===== config.mk =====
export PLATFORM = sky130hd
export DESIGN_NAME = spi_cmd_decoder
export DESIGN_NICKNAME = d
export VERILOG_FILES = /design/src/rtl/spi_cmd_decoder.sv
export SDC_FILE = /design/constraint.sdc
export NUM_CORES = 1
export LEC_CHECK = 0
export ABC_AREA = 1
export CORE_ASPECT_RATIO = 1.5
export CORE_MARGIN = 2
export CORE_UTILIZATION = 28
export CTS_BUF_LIST = sky130_fd_sc_hd__clkbuf_8 sky130_fd_sc_hd__clkbuf_16
export DETAILED_ROUTE_END_ITERATION = 10
export GPL_ROUTABILITY_DRIVEN = 1
export GPL_TIMING_DRIVEN = 0
export HOLD_SLACK_MARGIN = 0.1
export PLACE_DENSITY = 0.49
export SLEW_MARGIN = 15
export SYNTH_ARGS = -nofsm -noshare
export SYNTH_HDL_FRONTEND = slang
export SYNTH_SLANG_ARGS = --single-unit

===== constraint.sdc =====
create_clock -name clk -period 1.9 [get_ports clk]
set_input_delay 0.475 -clock clk [delete_from_list [all_inputs] [get_ports clk]]
set_output_delay 0.475 -clock clk [all_outputs]
set_load 0.01 [all_outputs]

===== src/rtl/spi_cmd_decoder.sv =====
// spi_cmd_decoder
// Decodes one SPI command at a time and applies its effect to the LED display
// control outputs. Each command is captured when it arrives, decoded on the
// next cycle, and its effect is applied on the cycle after that.
//
// Ports
//   clk              system clock, rising edge
//   nrst             synchronous active-low reset
//   cmd_read         received command bits, last received bit at bit 0
//   cmd_len_bytes    number of received bytes
//   cmd_valid        one-cycle strobe qualifying cmd_read/cmd_len_bytes
//   cmd_write        response word for the next SPI transaction
//   rgb_enable       LED output enable
//   rotation_offset  display slice offset
//   config_data      LED driver configuration word
//   config_update    one-cycle pulse when config_data is written
//   buffer_swap      one-cycle frame buffer swap request
//
// state  | meaning
// IDLE   | waiting for cmd_valid; captures the command
// DECODE | extracts opcode, checks length range
// EXEC   | applies the command effect, counts errors
module spi_cmd_decoder #(
  parameter int unsigned N_SLICES  = 256,
  parameter logic [47:0] DEVICE_ID = 48'h535049524F53
) (
  input  logic        clk,
  input  logic        nrst,
  input  logic [63:0] cmd_read,
  input  logic [3:0]  cmd_len_bytes,
  input  logic        cmd_valid,
  output logic [47:0] cmd_write,
  output logic        rgb_enable,
  output logic [15:0] rotation_offset,
  output logic [47:0] config_data,
  output logic        config_update,
  output logic        buffer_swap
);

  localparam logic [1:0] S_IDLE   = 2'd0;
  localparam logic [1:0] S_DECODE = 2'd1;
  localparam logic [1:0] S_EXEC   = 2'd2;

  logic [1:0]  state_q, state_d;
  logic [63:0] cmd_q, cmd_d;
  logic [3:0]  len_q, len_d;
  logic [7:0]  op_q, op_d;
  logic        len_ok_q, len_ok_d;
  logic [47:0] cw_q, cw_d;
  logic        rgb_q, rgb_d;
  logic [15:0] rot_q, rot_d;
  logic [47:0] cfg_q, cfg_d;
  logic        upd_q, upd_d;
  logic        swap_q, swap_d;
  logic [7:0]  err_cnt_q, err_cnt_d;
  logic        ovr_q, ovr_d;

  logic [7:0]  op_sel;
  logic        err;
  logic        ovr_clr;

  // Opcode is the first byte received, i.e. the top byte of the valid span.
  always_comb begin
    op_sel = 8'h00;
    case (len_q)
      4'd1:    op_sel = cmd_q[7:0];
      4'd2:    op_sel = cmd_q[15:8];
      4'd3:    op_sel = cmd_q[23:16];
      4'd4:    op_sel = cmd_q[31:24];
      4'd5:    op_sel = cmd_q[39:32];
      4'd6:    op_sel = cmd_q[47:40];
      4'd7:    op_sel = cmd_q[55:48];
      4'd8:    op_sel = cmd_q[63:56];
      default: op_sel = 8'h00;
    endcase
  end

  always_comb begin
    state_d  = state_q;
    cmd_d    = cmd_q;
    len_d    = len_q;
    op_d     = op_q;
    len_ok_d = len_ok_q;
    cw_d     = cw_q;
    rgb_d    = rgb_q;
    rot_d    = rot_q;
    cfg_d    = cfg_q;
    upd_d    = 1'b0;
    swap_d   = 1'b0;
    err      = 1'b0;
    ovr_clr  = 1'b0;

    case (state_q)
      S_IDLE: begin
        if (cmd_valid) begin
          cmd_d   = cmd_read;
          len_d   = cmd_len_bytes;
          state_d = S_DECODE;
        end
      end
      S_DECODE: begin
        op_d     = op_sel;
        len_ok_d = (len_q != 4'd0) && (len_q <= 4'd8);
        state_d  = S_EXEC;
      end
      S_EXEC: begin
        state_d = S_IDLE;
        if (!len_ok_q) begin
          err = 1'b1;
        end else begin
          case (op_q)
            8'h00: err = (len_q != 4'd1);
            8'h01: if (len_q == 4'd1) cw_d = DEVICE_ID; else err = 1'b1;
            8'h02: if (len_q == 4'd2) rgb_d = cmd_q[0]; else err = 1'b1;
            8'h03: begin
              if (len_q != 4'd3) err = 1'b1;
              else if ({16'd0, cmd_q[15:0]} < N_SLICES) rot_d = cmd_q[15:0];
              else err = 1'b1;
            end
            8'h04: if (len_q == 4'd1) swap_d = 1'b1; else err = 1'b1;
            8'h05: begin
              if (len_q == 4'd1) begin
                // Overrun is reported as it stood before this clear.
                cw_d    = {8'hA5, err_cnt_q, op_q, 7'd0, ovr_q, 7'd0, rgb_q, 8'd0};
                ovr_clr = 1'b1;
              end else begin
                err = 1'b1;
              end
            end
            8'h06: begin
              if (len_q == 4'd7) begin
                cfg_d = cmd_q[47:0];
                upd_d = 1'b1;
              end else begin
                err = 1'b1;
              end
            end
            8'h07: if (len_q == 4'd1) cw_d = cfg_q; else err = 1'b1;
            default: err = 1'b1;
          endcase
        end
      end
      default: state_d = S_IDLE;
    endcase

    // A new overrun wins over a same-cycle clear so it is never lost.
    ovr_d     = (ovr_q && !ovr_clr) || (cmd_valid && (state_q != S_IDLE));
    err_cnt_d = (err && (err_cnt_q != 8'hFF)) ? err_cnt_q + 8'd1 : err_cnt_q;
  end

  always_ff @(posedge clk) begin
    if (!nrst) begin
      state_q   <= S_IDLE;
      cmd_q     <= '0;
      len_q     <= '0;
      op_q      <= '0;
      len_ok_q  <= 1'b0;
      cw_q      <= '0;
      rgb_q     <= 1'b0;
      rot_q     <= '0;
      cfg_q     <= '0;
      upd_q     <= 1'b0;
      swap_q    <= 1'b0;
      err_cnt_q <= '0;
      ovr_q     <= 1'b0;
    end else begin
      state_q   <= state_d;
      cmd_q     <= cmd_d;
      len_q     <= len_d;
      op_q      <= op_d;
      len_ok_q  <= len_ok_d;
      cw_q      <= cw_d;
      rgb_q     <= rgb_d;
      rot_q     <= rot_d;
      cfg_q     <= cfg_d;
      upd_q     <= upd_d;
      swap_q    <= swap_d;
      err_cnt_q <= err_cnt_d;
      ovr_q     <= ovr_d;
    end
  end

  assign cmd_write       = cw_q;
  assign rgb_enable      = rgb_q;
  assign rotation_offset = rot_q;
  assign config_data     = cfg_q;
  assign config_update   = upd_q;
  assign buffer_swap     = swap_q;

endmodule


# --- Word-level counts from Yosys, hierarchy flattened ---
# Cells that the tools add are included.
word_totals:
  out_inout_bits: 115
  elab_cells: 80
  in_bits: 71
  ff_bits: 203
op_classes:
  magnitude_cmp: 2
  n_reduce_logical: 19
  eq_ne: 24
  bitwise: 1
  add_sub_neg: 1
  mux: 20
op_table:
  columns: ["cell", "n"]
  rows:
  - ["two-way mux 48 bit", 3]
  - ["case mux 48 bit (3 select lines)", 1]
  - ["case mux 8 bit (8 select lines)", 1]
  - ["== test 8 x 3 -> 1 bit, second input constant", 4]
  - ["== test 4 x 3 -> 1 bit, second input constant", 4]
  - ["== test 8 x 2 -> 1 bit, second input constant", 2]
  - ["< comparator 16 x 9 -> 1 bit, second input constant", 1]
  - ["AND reduction 4 bit", 4]
  - ["two-way mux 1 bit", 12]
  - ["adder 8 x 1 -> 8 bit, second input constant", 1]
  - ["== test 4 x 2 -> 1 bit, second input constant", 2]
  - ["== test 8 x 1 -> 1 bit, second input constant", 1]
  - ["logical NOT 8 bit", 1]
  - ["inequality test 2 bit, second input constant", 4]
  - ["inequality test 8 bit, second input constant", 1]
  - ["AND reduction 6 bit", 1]
  - ["case mux 1 bit (5 select lines)", 1]
  - ["AND reduction 5 bit", 1]
  - ["== test 4 x 1 -> 1 bit, second input constant", 1]
  - ["== test 4 bit, second input constant", 1]
  - ["<= comparator 4 bit, second input constant", 1]
  - ["logical AND 1 bit", 4]
  - ["inequality test 4 x 1 -> 1 bit, second input constant", 1]
  - ["inequality test 4 x 2 -> 1 bit, second input constant", 1]
  - ["13 further kinds", 13]

# --- Longest topological paths before layout ---
logic_depth:
  word_depth: 8
  ltp_mapped: 12
  ltp_nobuf: 12

# --- Worst setup path before layout ---
# Ideal clock, no wire load.
synth_path:
  kind: "reg-to-reg"
  from: "reg err_cnt_q[0]"
  to: "reg err_cnt_q[1]"
  path_stages_with_launch: 11
  t_arrival_ps: 1572
  synth_period_minus_slack_ps: 1685
  t_required_ps: 1787
  slack_ps: 215
  path_cell_list: "dfxtp_1 > ha_1 > nand2_1 > nor3b_1 > nand3_1 > nand2_1 > clkinv_1 > nand2_2 > inv_1 > nor2_1 > nor2_1"
synth_via:
  elab_chain_len: 2
  elab_cells_between_ends: 3
  classes_between: "1 x add/sub; 1 x eq/ne; 1 x reduce/logical"
synth_rtl:
  columns: ["element", "line", "rtl"]
  rows:
  - ["from (decl)", "55", "logic [7:0] err_cnt_q, err_cnt_d;"]
  - ["from (signal assigned)", "178", "err_cnt_q <= err_cnt_d;"]
  - ["parallel branches: the longest is 2 deep, another holds adder 8 x 1 -> 8 bit", null, null]
# Several ways; the timed one is not identified.
# A chain may end at the register's enable or synchronous reset.

# --- Worst setup path in the final report ---
layout_path:
  from: "reg cw_q[13] (netlist: cmd_write[13])"
  to: "out cmd_write[13]"
layout_rtl:
  columns: ["element", "line", "rtl"]
  rows:
  - ["from (decl)", "49", "logic [47:0] cw_q, cw_d;"]
  - ["from (signal assigned)", "172", "cw_q <= cw_d;"]
  - ["to (decl)", "32", "output logic [47:0] cmd_write,"]
# No word-level cell between the ends.

==> flow_summary.toml <==
[grt]
grt_pass1_vias = 7224
gr-usage-all-layers_pct = 19.81
use_met1_pct = 22.89
grt_overflow = 0
grt_start_max_net_pins = 14
met3_usage_pct = 2.376
antenna_found_initial = 0
grtUsageMet2_pct = 37.09
grt-busiest-layer = "met2"
grt_pass1_wl_um = 44220

[clock_network]
cts_buffers = 21
ctsHoldBuffers = 0
htree_levels = 1
clk_pin_slew_ns = 0.07
clkLatencyLatePin_ns = 0.49
clockBufferDepth = 3
clockRootBuffer = "clkbuf_16"
cts_tree = "done"
cts.sinks = 203

[logic_synthesis]
yosysMostFrequentCell = "dfxtp_1"
synth_top_area_share_pct = 52.40
yosysSeqAreaShare_pct = 52.40
netlist_area_um2 = 7755
yosys_warnings = 0
synth_nets = 1028
ys_ff_latch = 203
ys.flop_type = "dfxtp_1"
ys_async_sr_fraction_pct = 0
syn_avg_cell_area_um2 = 8.112
yosys.area.top_type = "dfxtp_1"
synth-edff-count = 0
synth.distinct_cells = 35
netlist_instances = 956
synthTopCellsByArea = "dfxtp_1 52%, o21ai_0 9.9%, a21oi_1 9.5%"
synth_common_cells = "203 x dfxtp_1, 154 x o21ai_0, 147 x a21oi_1, 94 x nand2_1, 90 x inv_1"

[floorplanning]
ios = 186
dieHeight_um = 207.8
start_util_pct = 28.49
die_area_um2 = 29070
die_x_um = 139.9
core_um2 = 27220
rows = 74

[setup_path]
critPathTopFamily = "buffers and inverters"
ff2ff_setup_slack_ns = 0.11
max_stage_delay_ns = 0.54
cp.arrival_ns = 1.39
crit_buf_inv = 1
slowest_stage = "clkdlybuf4s50_1"
cp-end-kind = "primary output"
crit_path_max_fanout = 2
required_ns = 1.42
start_kind = "flop"
worstSetupPathType = "flop to primary output"
worstPathCellList = "clkdlybuf4s50_1"

[final_layout]
final_nets = 1244
postLayoutCoreUtil_pct = 39.99
layout-drive-gt1-share_pct = 10.14
multi_input_area_um2 = 3159
area_delta_synth_final_pct = 40.38
fin_cells = 1525
stdcell_area_um2 = 10890
antenna_cells = 0
fillerInstances = 2836
seq_area_um2 = 4089

[route]
wirelength_um = 29880
drc_errors = 0
post_drt_via_cell_ratio = 4.878
vias = 7439
ant_nets = 0
wl_per_cell_um = 19.59
first_pass_iters = 5
initialDrtViolationCount = 472

[status]
status = "complete, no violations"

[sta]
finalSetupViolations = 0
final.period_utilization_pct = 98.13
fmax_ghz = 0.5363
fin_crit_ns = 1.864
slew_headroom_pct = 56.17
holdWs_ns = 0.4495
setup_ws_ns = 0.03551
slew_violations = 0
hold_viol = 0
setup_tns_ns = 0
skew_ns = 0.007885
grt_setup_unrepaired = "true"
tightest_slew_ns = 0.6575

[pwr]
leakage_nw = 4.485
p_total_mw = 9.313
vdd_drop_max_uv = 559.1
power_density_nw_per_um2 = 855.4

[placed_design]
post-place-ws_ns = -0.6480
place.port_buffers = 185
placed_area_um2 = 10030
placed_cells = 1483
gp_congestion = 0.9213
hpwl_um = 23600

[flow_run]
maxCapViolations = 0

[hold_path]
hold_path.class = "flop to flop"
flip-flops by register name, summed over array words and instances (netlist names):
signal           cells
len_ok_q             1
err_cnt_q            8
config_data         48
rgb_enable           1
cmd_write           48
rotation_offset     16
op_q                 8
buffer_swap          1
config_update        1
cmd_q               64
len_q                4
ovr_q                1
state_q              2
layer usage:
metal | vias to the layer above | part of all wire (%)
li1 | 3685 | -
met1 | 3490 | 39
met2 | 220 | 52
met3 | 44 | 4.7
met4 | 0 | 3.5
met5 | - | 0
kinds of logic after synthesis:
| family | synth area share (%) |
|---|---|
| buffers and inverters | 8.035 |
| AOI/OAI and AO/OA | 26.32 |
| DFF | 52.40 |
| and+or+nand+nor | 12.41 |
| adders and majority gates | 0.1613 |
| xor gates and xnor gates | 0.6776 |
tightest hold or removal path, cell delays in order (launching register included):
cell     delay, ns
dfxtp_1       0.31
inv_1         0.05
a21oi_1       0.05
layout make-up:
class / count / area share, %
Sequential cell: 203 / 37.56
Multi-Input combinational cell: 599 / 29.02
Timing Repair Buffer: 193 / 17.24
Clock buffer: 27 / 5.586
Tap cell: 342 / 3.931
Inverter: 94 / 3.275
Buffer: 60 / 2.862
Clock inverter: 7 / 0.5287
worst paths after layout:
check / startpoint / to / depth (start not counted)
worst max-delay path: cmd_write[13] / cmd_write[13] / 1
worst min-delay path: cmd_q[49] / cmd_q[49] / 2
worst max register to register: len_q[2] / op_q[1] / 8
worst min register to register: cmd_q[49] / cmd_q[49] / 2
layout by cell type (no fill, tap or decap), types with 4 or more instances in the layout:
cell,instances
dfxtp_1,187
o21ai_0,154
a21oi_1,147
clkdlybuf4s50_1,124
inv_1,94
nand2_1,89
nor2_1,72
dlygate4sd2_1,50
clkbuf_1,28
clkbuf_16,21
nand3_1,20
buf_4,19
a22oi_1,16
o22ai_1,16
dfxtp_2,14
clkbuf_2,12
a211oi_1,11
dlymetal6s2s_1,11
a31oi_1,9
nor3b_1,8
o221ai_1,8
nor2_4,6
nor2_2,6
buf_2,6
clkbuf_8,6
nand2_2,5
xor2_1,5
nand2_4,4
nor3_1,4
power by group:
group / internal [mW] / switching [mW]
registers: 4.39 / 0.0610
clock network: 2.37 / 1.69
logic: 0.287 / 0.524
total: 7.04 / 2.27
repair_timing:
| item | in CTS | in global routing |
|---|---|---|
| pin swaps | 3 | 4 |
| endpoints found under the setup margin | 218 | 179 |
| buffers inserted | 4 | 4 |
| gates resized for setup | 89 | 51 |
| cloned | 0 | 0 |
No activity file was read; power rests on OpenSTA's default activity.
